===== src/rtl/hamming_pkg.sv =====
// Shared definitions for the Hamming(12,8) decode arbiter.
// Codeword bit cw[i-1] holds Hamming position i (1..12). Parity bits sit
// at positions 1, 2, 4 and 8. Data bits d[0..7] sit at 3, 5, 6, 7, 9, 10, 11, 12.
package hamming_pkg;

    localparam int CW_W   = 12;
    localparam int DATA_W = 8;
    localparam int SYN_W  = 4;

    // Syndrome bit k covers every position whose index has bit k set.
    // Bit p-1 of each mask stands for position p.
    localparam logic [SYN_W-1:0][CW_W-1:0] SYN_MASK = {
        12'hF80,   // s[3]: positions 8..12
        12'h878,   // s[2]: positions 4..7, 12
        12'h666,   // s[1]: positions 2, 3, 6, 7, 10, 11
        12'h555    // s[0]: odd positions
    };

    // Hamming position (1-based) that carries data bit d[k].
    localparam logic [DATA_W-1:0][3:0] DATA_POS = {
        4'd12, 4'd11, 4'd10, 4'd9, 4'd7, 4'd6, 4'd5, 4'd3
    };

    typedef struct packed {
        logic [DATA_W-1:0] data;
        logic              corr;
        logic              uncorr;
        logic [SYN_W-1:0]  syn;
    } hamming_rsp_t;

endpackage


===== src/rtl/hamming_dec_arbiter_if.sv =====
// Request/response bus of the shared Hamming decoder.
//   req_valid / req_cw / req_ready : NREQ requester lanes, 12-bit codeword each
//   rsp_*                          : single tagged response stream
// slave  : decoder side
// master : requester/consumer side
interface hamming_dec_arbiter_if
    import hamming_pkg::*;
#(
    parameter int NREQ = 4,
    parameter int IDW  = 2
);
    logic [NREQ-1:0]      req_valid;
    logic [CW_W*NREQ-1:0] req_cw;
    logic [NREQ-1:0]      req_ready;
    logic                 rsp_valid;
    logic                 rsp_ready;
    logic [IDW-1:0]       rsp_id;
    logic [DATA_W-1:0]    rsp_data;
    logic                 rsp_corr;
    logic                 rsp_uncorr;
    logic [SYN_W-1:0]     rsp_syn;

    modport slave (
        input  req_valid, req_cw, rsp_ready,
        output req_ready, rsp_valid, rsp_id, rsp_data, rsp_corr, rsp_uncorr, rsp_syn
    );

    modport master (
        output req_valid, req_cw, rsp_ready,
        input  req_ready, rsp_valid, rsp_id, rsp_data, rsp_corr, rsp_uncorr, rsp_syn
    );
endinterface


===== src/rtl/hamming_dec_arbiter_core.sv =====
// Combinational Hamming(12,8) SEC decode: syndrome, single-bit correction
// and data extraction.
//   i_cw  : 12-bit codeword
//   o_rsp : data, corr/uncorr flags and raw syndrome
module hamming12_core
    import hamming_pkg::*;
(
    input  logic [CW_W-1:0] i_cw,
    output hamming_rsp_t    o_rsp
);

    logic [SYN_W-1:0] w_syn;
    logic             w_in_range;
    logic [CW_W-1:0]  w_flip;
    logic [CW_W-1:0]  w_fixed;

    always_comb begin
        w_syn = '0;
        for (int k = 0; k < SYN_W; k++) begin
            w_syn[k] = ^(i_cw & SYN_MASK[k]);
        end
    end

    // Syndromes 13..15 point outside the codeword: flagged, never corrected.
    assign w_in_range = (w_syn != '0) && (w_syn <= 4'd12);
    assign w_flip     = w_in_range ? (CW_W'(1) << (w_syn - 4'd1)) : '0;
    assign w_fixed    = i_cw ^ w_flip;

    always_comb begin
        o_rsp = '0;
        for (int k = 0; k < DATA_W; k++) begin
            o_rsp.data[k] = w_fixed[DATA_POS[k] - 4'd1];
        end
        o_rsp.corr   = w_in_range;
        o_rsp.uncorr = (w_syn >= 4'd13);
        o_rsp.syn    = w_syn;
    end

endmodule


===== src/rtl/hamming_dec_arbiter.sv =====
// Round-robin arbiter in front of one shared two-stage Hamming(12,8) decoder.
//   clk, rst_n  : clock, async active-low reset
//   clr_cnt     : synchronous clear of both statistics counters
//   cnt_corr    : saturating count of delivered corrected responses
//   cnt_uncorr  : saturating count of delivered uncorrectable responses
//   bus         : request lanes in, tagged response stream out
module hamming_dec_arbiter
    import hamming_pkg::*;
#(
    parameter int NREQ = 4,
    parameter int IDW  = 2,
    parameter int CNTW = 16
) (
    input  logic            clk,
    input  logic            rst_n,
    input  logic            clr_cnt,
    output logic [CNTW-1:0] cnt_corr,
    output logic [CNTW-1:0] cnt_uncorr,
    hamming_dec_arbiter_if.slave bus
);

    logic [IDW-1:0]    r_ptr;
    logic              r_s1_valid;
    logic [CW_W-1:0]   r_s1_cw;
    logic [IDW-1:0]    r_s1_id;
    logic              r_s2_valid;
    logic [IDW-1:0]    r_s2_id;
    hamming_rsp_t      r_s2_rsp;
    logic [CNTW-1:0]   r_cnt_corr;
    logic [CNTW-1:0]   r_cnt_uncorr;

    logic              w_adv2;
    logic              w_adv1;
    logic              w_gnt_found;
    logic [IDW-1:0]    w_gnt_idx;
    logic [IDW-1:0]    w_cand;
    logic              w_accept;
    logic              w_deliver;
    logic [NREQ-1:0]   w_req_ready;
    hamming_rsp_t      w_core_rsp;

    assign w_adv2    = !r_s2_valid || bus.rsp_ready;
    assign w_adv1    = !r_s1_valid || w_adv2;
    assign w_accept  = w_gnt_found && w_adv1;
    assign w_deliver = r_s2_valid && bus.rsp_ready;

    // First valid requester scanning ptr, ptr+1, ... modulo NREQ.
    always_comb begin
        w_gnt_found = 1'b0;
        w_gnt_idx   = '0;
        w_cand      = '0;
        for (int k = 0; k < NREQ; k++) begin
            w_cand = IDW'((int'(r_ptr) + k) % NREQ);
            if (!w_gnt_found && bus.req_valid[w_cand]) begin
                w_gnt_found = 1'b1;
                w_gnt_idx   = w_cand;
            end
        end
    end

    always_comb begin
        w_req_ready = '0;
        if (w_accept) begin
            w_req_ready[w_gnt_idx] = 1'b1;
        end
    end

    assign bus.req_ready = w_req_ready;

    hamming12_core u_core (
        .i_cw  (r_s1_cw),
        .o_rsp (w_core_rsp)
    );

    always_ff @(posedge clk or negedge rst_n) begin
        if (!rst_n) begin
            r_ptr      <= '0;
            r_s1_valid <= 1'b0;
            r_s1_cw    <= '0;
            r_s1_id    <= '0;
            r_s2_valid <= 1'b0;
            r_s2_id    <= '0;
            r_s2_rsp   <= '0;
        end else begin
            // Stage 2 before stage 1 in source order only for readability;
            // both sample the pre-edge state.
            if (w_adv2) begin
                r_s2_valid <= r_s1_valid;
                if (r_s1_valid) begin
                    r_s2_id  <= r_s1_id;
                    r_s2_rsp <= w_core_rsp;
                end
            end
            if (w_adv1) begin
                r_s1_valid <= w_accept;
                if (w_accept) begin
                    r_s1_cw <= bus.req_cw[int'(w_gnt_idx)*CW_W +: CW_W];
                    r_s1_id <= w_gnt_idx;
                    r_ptr   <= (int'(w_gnt_idx) == NREQ - 1) ? '0 : w_gnt_idx + 1'b1;
                end
            end
        end
    end

    always_ff @(posedge clk or negedge rst_n) begin
        if (!rst_n) begin
            r_cnt_corr   <= '0;
            r_cnt_uncorr <= '0;
        end else if (clr_cnt) begin
            r_cnt_corr   <= '0;
            r_cnt_uncorr <= '0;
        end else if (w_deliver) begin
            if (r_s2_rsp.corr && (r_cnt_corr != '1)) begin
                r_cnt_corr <= r_cnt_corr + 1'b1;
            end
            if (r_s2_rsp.uncorr && (r_cnt_uncorr != '1)) begin
                r_cnt_uncorr <= r_cnt_uncorr + 1'b1;
            end
        end
    end

    assign cnt_corr       = r_cnt_corr;
    assign cnt_uncorr     = r_cnt_uncorr;
    assign bus.rsp_valid  = r_s2_valid;
    assign bus.rsp_id     = r_s2_id;
    assign bus.rsp_data   = r_s2_rsp.data;
    assign bus.rsp_corr   = r_s2_rsp.corr;
    assign bus.rsp_uncorr = r_s2_rsp.uncorr;
    assign bus.rsp_syn    = r_s2_rsp.syn;

endmodule


===== src/flat_wrapper.sv =====
// flat-port wrapper written by rule: the top's interface ports become plain ports
module hamming_dec_arbiter_flat import hamming_pkg::*;
#(
    parameter int NREQ = 4,
    parameter int IDW  = 2,
    parameter int CNTW = 16
)
  (clk, rst_n, clr_cnt, cnt_corr, cnt_uncorr, bus_req_valid, bus_req_cw, bus_rsp_ready, bus_req_ready, bus_rsp_valid, bus_rsp_id, bus_rsp_data, bus_rsp_corr, bus_rsp_uncorr, bus_rsp_syn);
  hamming_dec_arbiter_if #(.NREQ(NREQ), .IDW(IDW)) bus_i ();
  input  logic clk;
  input  logic rst_n;
  input  logic clr_cnt;
  output logic [CNTW-1:0] cnt_corr;
  output logic [CNTW-1:0] cnt_uncorr;
  input wire logic [$bits(bus_i.req_valid)-1:0] bus_req_valid;
  input wire logic [$bits(bus_i.req_cw)-1:0] bus_req_cw;
  input wire logic [$bits(bus_i.rsp_ready)-1:0] bus_rsp_ready;
  output wire logic [$bits(bus_i.req_ready)-1:0] bus_req_ready;
  output wire logic [$bits(bus_i.rsp_valid)-1:0] bus_rsp_valid;
  output wire logic [$bits(bus_i.rsp_id)-1:0] bus_rsp_id;
  output wire logic [$bits(bus_i.rsp_data)-1:0] bus_rsp_data;
  output wire logic [$bits(bus_i.rsp_corr)-1:0] bus_rsp_corr;
  output wire logic [$bits(bus_i.rsp_uncorr)-1:0] bus_rsp_uncorr;
  output wire logic [$bits(bus_i.rsp_syn)-1:0] bus_rsp_syn;
  assign bus_i.req_valid = bus_req_valid;
  assign bus_i.req_cw = bus_req_cw;
  assign bus_i.rsp_ready = bus_rsp_ready;
  assign bus_req_ready = bus_i.req_ready;
  assign bus_rsp_valid = bus_i.rsp_valid;
  assign bus_rsp_id = bus_i.rsp_id;
  assign bus_rsp_data = bus_i.rsp_data;
  assign bus_rsp_corr = bus_i.rsp_corr;
  assign bus_rsp_uncorr = bus_i.rsp_uncorr;
  assign bus_rsp_syn = bus_i.rsp_syn;
  hamming_dec_arbiter #(.NREQ(NREQ), .IDW(IDW), .CNTW(CNTW)) u_core (.clk(clk), .rst_n(rst_n), .clr_cnt(clr_cnt), .cnt_corr(cnt_corr), .cnt_uncorr(cnt_uncorr), .bus(bus_i));
endmodule

===== config.mk =====
export PLATFORM = sky130hd
export DESIGN_NAME = hamming_dec_arbiter_flat
export DESIGN_NICKNAME = d
export VERILOG_FILES = /design/src/rtl/hamming_pkg.sv /design/src/rtl/hamming_dec_arbiter_if.sv /design/src/rtl/hamming_dec_arbiter_core.sv /design/src/rtl/hamming_dec_arbiter.sv /design/src/flat_wrapper.sv
export SDC_FILE = /design/constraint.sdc
export NUM_CORES = 1
export LEC_CHECK = 0
export CORE_MARGIN = 2
export CORE_UTILIZATION = 52
export DETAILED_ROUTE_END_ITERATION = 12
export HOLD_SLACK_MARGIN = 0.12
export PLACE_DENSITY = 0.86
export SYNTH_ARGS = -nofsm -noshare
export SYNTH_HDL_FRONTEND = slang
export SYNTH_HIERARCHICAL = 1
export SYNTH_SLANG_ARGS = --single-unit
export TNS_END_PERCENT = 1

===== constraint.sdc =====
create_clock -name clk -period 7.9 [get_ports clk]
set_input_delay 2.37 -clock clk [delete_from_list [all_inputs] [get_ports clk]]
set_output_delay 2.37 -clock clk [all_outputs]
set_load 0.05 [all_outputs]

==> results.yml <==
clock_network:
  tritoncts: "built"
  clk_pin_slew_ns: 0.07
  cts_buffers: 9
  cts_htree_levels: 3
  cts_root_buf: "clkbuf_8"
  cts_sinks: 66
  ctsHoldBuffers: 0
  clk_latency_ns: 0.35
  cts_setup_buffers: 0
  ctsResizeCount: 0
  clock_path_buffers: 2
sta:
  fin_ws_ns: 0.906
  clock.fmax_ghz: 0.143
  fin_crit_sh_pct: 88.5
  maxSlewViolCount: 0
  hold_viol_final: 0
  clock_skew_ns: 0.00915
  timing.setup.tns_ns: 0
  slew_headroom_pct: 24.6
  tightest_slew_ns: 1.13
  period_needed_ns: 6.99
  rsz0062_at_grt: "no"
  setup_violations: 0
synthesis:
  synth_seq_cells: 66
  synth_edf_count: 0
  synthCells: 380
  ys_warn_count: 6
  yosysSeqAreaShare_pct: 42.6
  ys.flop_type: "dfrtp_1"
  synth_nets: 440
  avgSynthCellArea_sq_um: 10.2
  async_reset_ff_share_pct: 100
  syn_area_sq_mm: 0.00388
  yosysUniqueCellTypes: 56
worst_hold_path:
  whs_path_depth: 2
  min_to: "u_core/bus.rsp_id[0]"
  hp-class: "flip-flop to flip-flop"
  hp-start: "u_core/bus.rsp_id[0]"
floorplan:
  start_util_pct: 53.5
  ioPinCount: 109
  fp.dieW_um: 90.4
  dieArea_sq_mm: 0.00817
  rows: 31
  die_h_um: 90.4
  core_region_area_sq_mm: 0.00725
pwr:
  power_density_mw_per_mm2: 339
  leakage_nw: 2.15
  p_sw_share_pct: 41.8
  peakVddDrop_uv: 182
  pwr-share-comb_pct: 57.0
  clockPowerShare_pct: 15.4
  pwr-share-seq_pct: 27.5
  p_switching_w: 0.000737
  p_int_w: 0.00103
routing:
  wirelength_mm: 8.89
  ant_nets: 0
  viasPerCell: 5.56
  drc: 0
  wire_per_inst_um: 15.1
  drt-initial-drc-count: 133
  num_vias: 3271
  dr.pass1.iters: 4
cells_and_area:
  fin_nets: 545
  final_area_sq_mm: 0.00520
  antenna_cells: 0
  drive_gt1_share_pct: 10.0
  num-fill-cells: 541
  syn_to_final_growth_pct: 34.1
critical_path:
  worst_r2r_path_depth: 8
  required_ns: 5.53
  regToRegEndpoint: "u_core/bus.rsp_data[4]"
  arrival_ns: 4.62
  startpoint_type: "primary input"
  end_kind: "output pin"
  reg2reg_slack_ns: 5.15
  crit_path_max_fanout: 6
  timing_worst_setup_path_type: "primary input to output pin"
  crit-reg2reg-launch: "u_core/r_s1_cw[6]"
outcome:
  status: "finished, final reports clean"
global_route:
  overflow: 0
  grt_pass1_vias: 3232
  antenna_found_initial: 0
  grt_first_pass_wirelength_mm: 15.1
  grt_max_degree: 67
  gr-usage-all-layers_pct: 22.9
placement:
  gp_congestion: 0.855
  io_buffers: 108
  hpwl_mm: 6.58
  placed_cell_area_sq_mm: 0.00502
  place_ws_ns: 0.955
job:
  max-cap-violations: 0
==> layer usage <==
metal	track usage, %	wire length, um	vias to the layer above
li1	-	-	1566
met1	26.9	3610	1544
met2	39.7	4520	148
met3	6.01	596	13
met4	10.0	173	0
met5	0	0	-
==> state kept, by name, indices dropped and copies added (netlist names), 2 cells and up <==
name	flops
u_core/cnt_corr	16
u_core/cnt_uncorr	16
u_core/r_s1_cw	12
u_core/bus.rsp_data	8
u_core/bus.rsp_syn	4
u_core/bus.rsp_id	2
u_core/r_ptr	2
u_core/r_s1_id	2
==> worst max path at each step <==
stage                     cells after the start          endpoint             start
final                                         7  bus_req_ready[3]  bus_req_valid[0]
after global routing                          7  bus_req_ready[3]  bus_req_valid[0]
after CTS                                     6  bus_req_ready[3]  bus_req_valid[1]
after detailed placement                      7  bus_req_ready[0]  bus_req_valid[0]
after global placement                        6  bus_req_ready[3]  bus_req_valid[1]
after floorplan                               6  bus_req_ready[1]  bus_req_valid[1]
==> through the flow <==
step	hold slack [ns]	power, W	util, %	instances
finish	0.488	0.00176	71.7	588
global route	0.527	0.00188	71.7	588
CTS	0.495	0.00178	71.7	588
detailed placement	0.479	0.00149	69.2	573
global placement	0.462	0.00145	69.2	573
floorplan	0.457	0.00127	-	380
==> layout by cell type, fill, tap and decap left out, types with 3 or more instances in the layout <==
cell type	n
a21boi_0	5
a21boi_1	6
a21oi_1	10
a31oi_1	13
and3_1	6
and4_1	3
buf_4	4
clkbuf_8	10
clkdlybuf4s50_1	107
dfrtp_1	66
ha_1	4
inv_1	5
mux2_2	17
mux2i_1	27
nand2_1	20
nand3_1	14
nand4_1	11
nor2_1	52
nor2b_1	3
nor3_1	10
nor4_1	3
o21ai_0	8
or3_1	3
xnor2_1	23
xor2_1	17
==> logic make-up (layout without fill, tap and decap cells) <==
kind of cell	Yosys count	in the layout	synth area share [%]
simple gates	142	142	18.8
flops	66	66	42.6
compound gates	55	55	9.64
xor+xnor	46	46	12.5
mux	44	44	11.9
buf+inv	23	132	3.26
fa+ha+maj	4	4	1.29
==> synth_stat cells (4+ instances only) <==
| library cell | n | share of area, % |
|---|---|---|
| a21boi_0 | 5 | 0.97 |
| a21boi_1 | 6 | 1.2 |
| a21oi_1 | 10 | 1.3 |
| a31oi_1 | 13 | 2.1 |
| and3_1 | 6 | 0.97 |
| buf_2 | 4 | 0.52 |
| clkbuf_1 | 8 | 0.77 |
| dfrtp_1 | 66 | 43 |
| ha_1 | 4 | 1.3 |
| inv_1 | 5 | 0.48 |
| mux2_2 | 17 | 4.9 |
| mux2i_1 | 27 | 7.0 |
| nand2_1 | 20 | 1.9 |
| nand3_1 | 14 | 1.8 |
| nand4_1 | 11 | 1.8 |
| nor2_1 | 52 | 5.0 |
| nor2b_1 | 4 | 0.64 |
| nor3_1 | 10 | 1.3 |
| o21ai_0 | 8 | 1.0 |
| xnor2_1 | 23 | 5.2 |
| xor2_1 | 17 | 3.8 |
==> cell type report <==
| cell class | instances | area [sq um] | area share, % |
|---|---|---|---|
| Multi-Input combinational cell | 291 | 2120 | 40.7 |
| Timing Repair Buffer | 112 | 1110 | 21.3 |
| Sequential cell | 66 | 1650 | 31.8 |
| Clock inverter | 3 | 40.0 | 0.770 |
| Tap cell | 99 | 124 | 2.38 |
| Clock buffer | 12 | 145 | 2.79 |
| Inverter | 5 | 18.8 | 0.361 |
==> power by group through the flow <==
| stage | logic [W] | registers (W) | clock network [W] |
|---|---|---|---|
| floorplan | 0.000650 | 0.000620 | 0 |
| global placement | 0.000969 | 0.000486 | 0 |
| detailed placement | 0.00100 | 0.000490 | 0 |
| CTS | 0.00101 | 0.000486 | 0.000279 |
| global route | 0.00110 | 0.000496 | 0.000292 |
| finish | 0.00101 | 0.000485 | 0.000272 |
==> critical path: stages <==
cell and delay, ns:
clkdlybuf4s50_1 0.53, a21oi_1 0.19, o21ai_0 0.09, o2bb2a_1 0.35
ha_1 0.17, and2_1 0.12, clkdlybuf4s50_1 0.81
Power figures use the tool's default switching activity.
